File: src/rtl/sqrt_pwl_eval_pkg.sv
// sqrt_pwl_eval_pkg: shared widths, coefficient packing and stage records for the sqrt evaluator
// No ports. Provides localparams and the packed per-stage register records.
package sqrt_pwl_eval_pkg;
    localparam int E_W        = 31;
    localparam int F_W        = 17;
    localparam int SEG_W      = 6;
    localparam int C1_MSB     = 31;
    localparam int C1_LSB     = 20;
    localparam int C1_W       = C1_MSB - C1_LSB + 1;
    localparam int C0_W       = 20;
    localparam int XB_W       = 17;
    localparam int P_W        = 5;
    localparam int K_W        = 6;
    localparam int S_W        = 5;
    localparam int IX_W       = SEG_W + XB_W;
    localparam int FRAC_DROP  = E_W - 1 - IX_W;
    localparam int PROD_W     = C1_W + XB_W;
    localparam int Y_W        = 21;
    localparam int EXP_BIAS   = 26;
    localparam int PROD_SHIFT = 16;
    localparam int OUT_SHIFT  = 4;

    typedef struct packed {
        logic             v;
        logic             zero;
        logic             sel;
        logic [SEG_W-1:0] idx;
        logic [XB_W-1:0]  xb;
        logic [S_W-1:0]   s;
    } s1_t;

    typedef struct packed {
        logic            v;
        logic            zero;
        logic [C1_W-1:0] c1;
        logic [C0_W-1:0] c0;
        logic [XB_W-1:0] xb;
        logic [S_W-1:0]  s;
    } s2_t;

    typedef struct packed {
        logic              v;
        logic              zero;
        logic [PROD_W-1:0] prod;
        logic [C0_W-1:0]   c0;
        logic [S_W-1:0]    s;
    } s3_t;

    typedef struct packed {
        logic           v;
        logic [F_W-1:0] f;
    } s4_t;
endpackage

File: src/rtl/sqrt_pwl_eval_lzd31.sv
// lzd31: combinational leading-one detector for a 31-bit operand
// a in 31: operand; p out 5: position of the highest set bit (0 when a==0); zero out 1: a==0
module lzd31
    import sqrt_pwl_eval_pkg::*;
(
    input  logic [E_W-1:0] a,
    output logic [P_W-1:0] p,
    output logic           zero
);
    always_comb begin
        p = '0;
        for (int i = 0; i < E_W; i++)
            if (a[i]) p = P_W'(i);
        zero = (a == '0);
    end
endmodule

File: src/rtl/sqrt_pwl_eval.sv
// sqrt_pwl_eval: 4-stage piecewise-linear sqrt, f = sqrt(e), UQ5.26 in, UQ4.13 out
// clk/reset(async, active-high)/en(advance) ; valid_in, e_in[30:0] in ;
// lo_addr/hi_addr[5:0] out to the [1,2) and [2,4) coefficient ROMs, lo_data/hi_data[31:0] back ;
// valid_out, f_out[16:0] out, 4 enabled cycles after valid_in.
module sqrt_pwl_eval
    import sqrt_pwl_eval_pkg::*;
(
    input  logic             clk,
    input  logic             reset,
    input  logic             en,
    input  logic             valid_in,
    input  logic [E_W-1:0]   e_in,
    output logic [SEG_W-1:0] lo_addr,
    input  logic [31:0]      lo_data,
    output logic [SEG_W-1:0] hi_addr,
    input  logic [31:0]      hi_data,
    output logic             valid_out,
    output logic [F_W-1:0]   f_out
);
    logic [P_W-1:0] p;
    logic           zero;
    logic [E_W-1:0] norm;
    logic [K_W-1:0] k;
    logic [31:0]    coef;
    logic [Y_W-1:0] y;
    logic [S_W-1:0] sh;
    s1_t s1_d, s1_q;
    s2_t s2_d, s2_q;
    s3_t s3_d, s3_q;
    s4_t s4_d, s4_q;

    lzd31 u_lzd (.a(e_in), .p(p), .zero(zero));

    always_comb begin
        // Left-justify so the leading one lands on bit 30; the bits below it are the mantissa fraction.
        norm = e_in << (P_W'(E_W - 1) - p);
        k = {1'b0, p} - K_W'(EXP_BIAS);
        s1_d.v = valid_in;
        s1_d.zero = zero;
        {s1_d.idx, s1_d.xb} = IX_W'(norm >> FRAC_DROP);
        // k[5:1] is floor(k/2) in two's complement; k[0] picks the [2,4) table for odd exponents.
        s1_d.s = k[K_W-1:1];
        s1_d.sel = k[0];
        coef = s1_q.sel ? hi_data : lo_data;
        s2_d.v = s1_q.v;
        s2_d.zero = s1_q.zero;
        s2_d.c1 = coef[C1_MSB:C1_LSB];
        s2_d.c0 = coef[C0_W-1:0];
        s2_d.xb = s1_q.xb;
        s2_d.s = s1_q.s;
        s3_d.v = s2_q.v;
        s3_d.zero = s2_q.zero;
        s3_d.prod = PROD_W'(s2_q.c1) * PROD_W'(s2_q.xb);
        s3_d.c0 = s2_q.c0;
        s3_d.s = s2_q.s;
        y = Y_W'(s3_q.c0) + Y_W'(s3_q.prod >> PROD_SHIFT);
        // y*2^s/16 with s<=2 is always a right shift by 4-s (2..17).
        sh = S_W'(OUT_SHIFT) - s3_q.s;
        s4_d.v = s3_q.v;
        s4_d.f = s3_q.zero ? '0 : F_W'(y >> sh);
    end

    always_ff @(posedge clk or posedge reset) begin
        if (reset) begin
            s1_q <= '0;
            s2_q <= '0;
            s3_q <= '0;
            s4_q <= '0;
        end else if (en) begin
            s1_q <= s1_d;
            s2_q <= s2_d;
            s3_q <= s3_d;
            s4_q <= s4_d;
        end
    end

    assign lo_addr   = s1_q.idx;
    assign hi_addr   = s1_q.idx;
    assign valid_out = s4_q.v;
    assign f_out     = s4_q.f;
endmodule

File: config.mk
export PLATFORM = sky130hd
export DESIGN_NAME = sqrt_pwl_eval
export DESIGN_NICKNAME = d
export VERILOG_FILES = /design/src/rtl/sqrt_pwl_eval_pkg.sv /design/src/rtl/sqrt_pwl_eval_lzd31.sv /design/src/rtl/sqrt_pwl_eval.sv
export SDC_FILE = /design/constraint.sdc
export NUM_CORES = 1
export LEC_CHECK = 0
export ABC_AREA = 1
export CORE_ASPECT_RATIO = 0.5
export CORE_UTILIZATION = 35
export DETAILED_ROUTE_END_ITERATION = 16
export GPL_ROUTABILITY_DRIVEN = 0
export HOLD_SLACK_MARGIN = 0.06
export PLACE_DENSITY_LB_ADDON = 0.05
export SYNTH_ARGS = -nofsm -noshare
export SYNTH_HDL_FRONTEND = slang
export SYNTH_SLANG_ARGS = --single-unit
File: constraint.sdc
create_clock -name clk -period 13.6 [get_ports clk]
set_input_delay 1.36 -clock clk [delete_from_list [all_inputs] [get_ports clk]]
set_output_delay 1.36 -clock clk [all_outputs]
set_load 0.02 [all_outputs]
==> reports/qor.csv, run 1 <==
stage,metric,value,unit
sta,fmax,0.166,GHz
pwr,p_sw,1920,uW
setup_path,cp_max_fo,18,
logic_synthesis,synth_seq_cells,145,
pwr,peakVddDrop,0.246,mV
logic_synthesis,netlist_area,15200,sq um
clocking,cts_resized,0,
finish,syn_to_final_growth,13.8,%
logic_synthesis,synth_ff_type,dfrtp_1,
pwr,p_leak,0.00861,uW
floorplanning,initial_core_util,35.8,%
drt,ant_nets,0,
drt,routed_wl,43.9,mm
setup_path,required,13.93,ns
finish,fin_area,17300,sq um
setup_path,reg2reg_from,s2_q[45],
sta,setup_viol,0,
floorplanning,row_count,53,
floorplanning,die_h,149,microns
setup_path,cpPeakStageDelay,0.89,ns
global_route,grt_pass1_vias,12800,
placed_design,dpl_cell_area,16700,sq um
global_route,track_usage,20.6,%
floorplanning,coreArea,42300,sq um
finish,num_antenna_cells,0,
setup_path,crit_arrival,6.35,ns
clocking,path_clk_slew,0.07,ns
logic_synthesis,synth_edf_count,0,
logic_synthesis,ys_types,57,
setup_path,crit_family,adder cells,
logic_synthesis,ys_async_sr_fraction,100,%
sta,hold_viol_final,0,
pwr,pwr-share-clk,12.5,%
clocking,numCtsBuffers,17,
setup_path,startpoint_type,flip-flop,
logic_synthesis,synth_warnings,0,
pwr,powerDensity,218,nW/um^2
setup_path,crit_end,s3_q[53],
setup_path,reg2reg_slack,7.58,ns
pwr,power,3770,uW
drt,drc,0,
sta,fin_crit,6.02,ns
logic_synthesis,synthCells,2025,
setup_path,r2r-end,s3_q[53],
clocking,ctsHtreeMaxLevel,4,
clocking,cts-root-buf,clkbuf_16,
setup_path,critical-path-top-cell-by-count,nand2_1,
logic_synthesis,synth_nets,2354,
placed_design,dpl.hpwl,33.3,mm
drt,initialDrtViolationCount,1049,
logic_synthesis,yosysTopAreaCell,dfrtp_1,
clocking,post_cts_buffers,0,
finish,multi_input_area,9810,sq um
logic_synthesis,ys_seq_area_share,23.9,%
setup_path,r2r_cells,27,
finish,fillers,4522,
global_route,grt_pass1_wl,70.6,mm
clocking,ctsLongestPathBuffers,2,
drt,firstDrtPassIters,7,
finish,regArea,3630,sq um
clocking,cts_tree,done,
pwr,seqPwrFrac,17.7,%
sta,whs,0.471,ns
hold_path,holdCritPathClass,flip-flop to flip-flop,
pwr,switching_share,51.0,%
floorplanning,ios,129,
drt,avgViaCountPerCell,4.94,
flow_run,cap_violations,0,
sta,tightest_slew,1.05,ns
logic_synthesis,postSynthAreaPerCell,7.48,sq um
outcome,outcome,completed,
clocking,clock_latency,0.45,ns
sta,fin_crit_sh,44.3,%
logic_synthesis,yosysTopAreaCellShare,23.9,%
setup_path,critPathLaunch,s2_q[45],
drt,vias,13100,
setup_path,cp_slowest_cell,dfrtp_1,
pwr,p_int,1850,uW
sta,finClkSkew,0.0168,ns
global_route,grt_antenna_before_repair,0,
setup_path,crit_type,flip-flop to flip-flop,
logic_synthesis,synth_area_leaders,"dfrtp_1, fa_1, nand2_1",
finish,drive_gt1_share,4.68,%
drt,routedWlPerCell,16.6,microns
setup_path,cp_num_cells,27,
global_route,grt_max_degree,77,
setup_path,path_buf_inv,4,
sta,finalSetupTns,0,ns
clocking,holdBufCountCts,0,
pwr,combinationalPowerShare,69.7,%
finish,postLayoutCoreUtil,40.8,%
floorplanning,chipWidth,296,microns
placed_design,port_buffers,128,
sta,slew_viol_final,0,
floorplanning,die_area,44200,sq um
sta,relSlewSlack,30.1,%
clocking,cts.sinks,145,
finish,fin_nets,2388,
global_route,grt_overflow,0,
setup_path,crit_path_end_kind,flip-flop,
sta,rsz0062_at_grt,no,
cells in the final DEF, fill, tap and decap left out, types with 6 or more instances in the layout:
cell type	n
nand3_1	221
o22ai_1	7
a21oi_1	35
nand3_2	10
nand2_2	6
fa_1	150
nor2_1	71
nand2_1	582
buf_4	12
a31oi_1	11
xnor2_1	10
clkdlybuf4s50_1	127
nand4_1	9
o211ai_1	13
o21ai_1	13
a21oi_2	9
ha_1	80
clkbuf_16	17
o21ai_0	144
nor4_1	8
inv_1	296
dfrtp_1	145
xor2_1	15
o221ai_1	6
or2_2	6
per-stage QoR:
step | setup slack [ns] | instances
3_5_place_dp | 7.26 | 2617
6_report | 7.58 | 2649
3_3_place_gp | 7.25 | 2617
4_1_cts | 7.49 | 2649
2_1_floorplan | 8.25 | 2025
5_1_grt | 7.06 | 2649
Yosys cell counts, types with 2 or more instances:
library cell  count
nand2_2           6
inv_1           297
buf_4            15
xnor2_1          10
nand3_2          10
o21ai_2           2
nand2_4           2
o21ai_0         144
xor2_1           15
buf_1            12
a31oi_1          11
o211ai_2          2
a22oi_1           3
clkbuf_1         79
o21bai_1          2
a21oi_1          35
nand2_1         582
ha_1             80
o221ai_1          6
nand4_1           9
fa_1            150
o211ai_1         13
a21oi_2           9
buf_6             5
mux2i_1           3
o31ai_1           5
a211oi_1          3
dfrtp_1         145
inv_2             4
nor4_1            8
a22o_1            5
buf_2            13
o21ai_1          13
or2_2             6
nand3_1         221
nor3_1            3
o22ai_1           7
nor2_1           71
power groups by stage:
stage	combinational (uW)	sequential [uW]	clock, uW
2_1_floorplan	2010	610	0
3_3_place_gp	2660	677	0
3_5_place_dp	2660	677	0
4_1_cts	2670	669	488
5_1_grt	3040	684	505
6_report	2630	667	472
worst min-delay path by stage:
| stage | startpoint | to | depth (start not counted) |
|---|---|---|---|
| 2_1_floorplan | s2_q[0] | s2_q[0] | 2 |
| 3_3_place_gp | s2_q[2] | s2_q[2] | 2 |
| 3_5_place_dp | s1_q[1] | s2_q[1] | 2 |
| 4_1_cts | s1_q[1] | s2_q[1] | 2 |
| 5_1_grt | s2_q[0] | s2_q[0] | 2 |
| 6_report | s1_q[1] | s2_q[1] | 2 |
final cells by class:
class | instances | share of cell area (%)
clock inverter | 14 | 0.827
sequential | 145 | 21.0
inverter | 302 | 6.63
timing repair buffer | 139 | 7.89
tap | 577 | 4.19
multi-input combinational | 1454 | 56.9
clock buffer | 18 | 2.55
cells by family after synthesis:
group | share of synthesized area, %
AND/OR/NAND/NOR | 26.1
buffers and inverters | 11.3
AO/OA/AOI/OAI | 10.3
adder cells (fa/ha/maj) | 26.4
flip-flops | 23.9
XOR/XNOR | 1.73
multiplexers | 0.198
routing by layer:
metal | GRT usage, % | share of wire (%)
met4 | 4.74 | 1.2
met5 | 0 | 0
met1 | 31.1 | 51
met3 | 2.41 | 4.0
met2 | 31.2 | 43
state kept, by name, summed over array words and instances, names as in the netlist:
signal,flops
f_out,17
hi_addr,6
s1_q,25
s3_q,40
valid_out,1
s2_q,56
tightest hold or removal path, stage by stage (launching register included):
cell	delay, ns
dfrtp_1	0.34
nand2_1	0.05
nand2_1	0.05
No activity file was read; power rests on OpenSTA's default activity.
==> run 2: changes to the inputs <==
==> constraint.sdc (replaced) <==
create_clock -name clk -period 5.51 [get_ports clk]
set_input_delay 0.551 -clock clk [delete_from_list [all_inputs] [get_ports clk]]
set_output_delay 0.551 -clock clk [all_outputs]
set_load 0.02 [all_outputs]
==> run 2 against run 1 <==
Effect of this change:
- register-to-register slack worse by 7.3 ns
- routed wire length is 0.55% higher
- critical path type unchanged
- highest routed layer unchanged
- via count increased by 0.53%
- setup slack got worse by 7.3 ns
- non-clock buffer count increased by 51
- core utilization grew 1.2 points
- clock skew is 0.0054 ns lower
- final cell count rose by 1.9%
- final area up 3.1%
- global-route usage is 0.38 points higher
- clock power increased to 2.5 times the previous value
- flip-flop and latch count is the same
==> reports/qor.csv, run 2 (synthesis gave the netlist of run 1 again) <==
stage,metric,value,unit,change
global_route,grt_pass1_wl,72.2,mm,+2.1%
sta,tightest_slew,0.882,ns,-0.165 ns
clocking,ctsHtreeMaxLevel,4,,unchanged
finish,fillers,4439,,-1.8%
finish,fin_cells,2700,,+1.9%
finish,drive_gt1_share,7.72,%,+3.0 points
sta,setup_viol,0,,unchanged
finish,final_common_cell,nand2_1,,
sta,whs,0.473,ns,+0.00240 ns
placed_design,post-place-cells,2664,,+1.8%
sta,fin_crit_sh,94.9,%,+51 points
setup_path,required,5.84,ns,-8.09 ns
finish,top_regs,"s2_q (56), s3_q (40), s1_q (25)",,
floorplanning,ios,129,,unchanged
setup_path,crit_path_end_kind,flip-flop,,
setup_path,crit_type,flip-flop to flip-flop,,
setup_path,path_buf_inv,4,,unchanged
sta,finClkSkew,0.0114,ns,-0.00544 ns
placed_design,port_buffers,128,,unchanged
finish,postLayoutCoreUtil,42.0,%,+1.2 points
clocking,cts_tree,done,,
floorplanning,die_area,44200,sq um,unchanged
sta,hold_viol_final,0,,unchanged
floorplanning,chipWidth,296,microns,unchanged
drt,initialDrtViolationCount,878,,-16%
global_route,grt_antenna_before_repair,0,,unchanged
setup_path,crit_arrival,5.56,ns,-0.79 ns
finish,final_cell_mix,"nand2_1, inv_1, nand3_1",,
sta,rsz0062_at_grt,yes,,
drt,firstDrtPassIters,5,,-2
hold_path,holdCritPathClass,flip-flop to flip-flop,,
drt,vias,13200,,+0.53%
clocking,cts-root-buf,clkbuf_16,,
sta,fin_crit,5.23,ns,-0.793 ns
finish,largest_reg_flops,56,,unchanged
setup_path,startpoint_type,flip-flop,,
drt,ant_nets,0,,unchanged
setup_path,cpPeakStageDelay,0.54,ns,-0.35 ns
drt,routedWlPerCell,16.3,microns,-1.3%
global_route,grt_max_degree,90,,+17%
hold_path,whs_path_depth,2,,unchanged
sta,setup_slack,0.283,ns,-7.30 ns
floorplanning,coreArea,42300,sq um,unchanged
sta,fmax,0.191,GHz,+15%
pwr,powerDensity,551,nW/um^2,+150%
setup_path,cp_slowest_cell,fa_1,,
global_route,grt_overflow,0,,unchanged
drt,routed_wl,44.1,mm,+0.55%
floorplanning,row_count,53,,unchanged
setup_path,r2r_cells,27,,unchanged
finish,num_antenna_cells,0,,unchanged
finish,syn_to_final_growth,17.3,%,
global_route,grt_pass1_vias,13000,,+1.8%
clocking,cts.sinks,145,,unchanged
placed_design,dp_slack,0.0968,ns,-7.17 ns
setup_path,crit_family,adder cells,,
setup_path,critical-path-top-cell-by-count,nand2_1,,
clocking,clock_latency,0.44,ns,about the same
finish,fin_nets,2439,,+2.1%
sta,relSlewSlack,41.2,%,+11 points
sta,slew_viol_final,0,,unchanged
drt,avgViaCountPerCell,4.87,,-1.4%
global_route,track_usage,21.0,%,+0.38 points
setup_path,cp_max_fo,3,,-15
finish,largest-register,s2_q,,
clocking,numCtsBuffers,17,,unchanged
clocking,ctsLongestPathBuffers,2,,unchanged
floorplanning,initial_core_util,35.8,%,unchanged
drt,drc,0,,unchanged
flow_run,cap_violations,0,,unchanged
setup_path,cp_num_cells,27,,unchanged
pwr,p_leak,0.00888,uW,+3.0%
floorplanning,die_h,149,microns,unchanged
placed_design,dpl.hpwl,35.0,mm,+4.9%
pwr,peakVddDrop,0.546,mV,+120%
outcome,outcome,completed,,
clocking,path_clk_slew,0.07,ns,about the same
## run 2: cell count changes in the layout (fill, tap and decap cells not counted), sizes merged
cell	change
buf	+51
bufinv	+1
clkbuf	+3
clkinv	-5
clkinvlp	+2
inv	-1
## run 2: final cells by class
cell class	count	area [sq um]	share of cell area [%]
clock buffers	21	470	2.65
flip-flops and latches	145	3640	20.5
well taps	577	722	4.06
clock inverters	11	115	0.647
repair buffers	190	1810	10.2
multi-input cells	1454	9880	55.5
inverters	302	1140	6.43
## run 2: report_power, final
group / total, uW / switching (uW) / internal (uW)
combinational: 7080 / 4090 / 2990
sequential: 1530 / 219 / 1310
clock: 1180 / 509 / 668
total: 9790 / 4820 / 4980
## run 2: repair_timing
item                       4_1_cts  5_1_grt
setup endpoints to repair        0        7
hold buffers                     0        0
setup buffers                    0        4
resized for setup                0       23
## run 2: per-stage QoR
step / total power, uW / cell area [sq um] / setup TNS (ns)
after floorplan: 6470 / 15200 / 0
after global placement: 8340 / 17100 / 0
after detailed placement: 8400 / 17100 / 0
after CTS: 9630 / 17600 / 0
after global routing: 10900 / 17800 / -0.0764
final: 9790 / 17800 / 0
## run 2: worst register-to-register path: stages, from the launching register on
cell	delay, ns
dfrtp_1	0.38
nand2_1	0.09
fa_1	0.54
inv_1	0.06
fa_1	0.49
inv_1	0.05
fa_1	0.53
inv_1	0.05
fa_1	0.45
fa_1	0.54
ha_4	0.21
nand2_1	0.08
nand2_1	0.05
a31oi_1	0.15
inv_1	0.07
a21oi_2	0.21
o221ai_2	0.15
nand2_1	0.08
nand2_1	0.09
nand3_1	0.08
nand2_1	0.07
nand2_2	0.08
nand2_1	0.08
nand4_1	0.08
nand3_1	0.08
or2_2	0.28
nand3_1	0.07
nand2_1	0.05
## run 2: worst paths after layout
kind | start | to | slack [ns]
setup / recovery | s2_q[45] | s3_q[53] | 0.28
hold / removal | s2_q[2] | s2_q[2] | 0.47
setup reg to reg | s2_q[45] | s3_q[53] | 0.28
hold reg to reg | s2_q[2] | s2_q[2] | 0.47
max in group asynchronous | reset | s3_q[20] | 3.79
min in group asynchronous | reset | s2_q[42] | 0.61
## run 2: metal layers
metal	GRT usage, %	vias up	part of all wire (%)
met3	2.58	31	3.2
li1	-	6572	-
met5	0	-	0
met4	4.18	0	1.3
met1	31.9	6334	52
met2	31.8	221	44
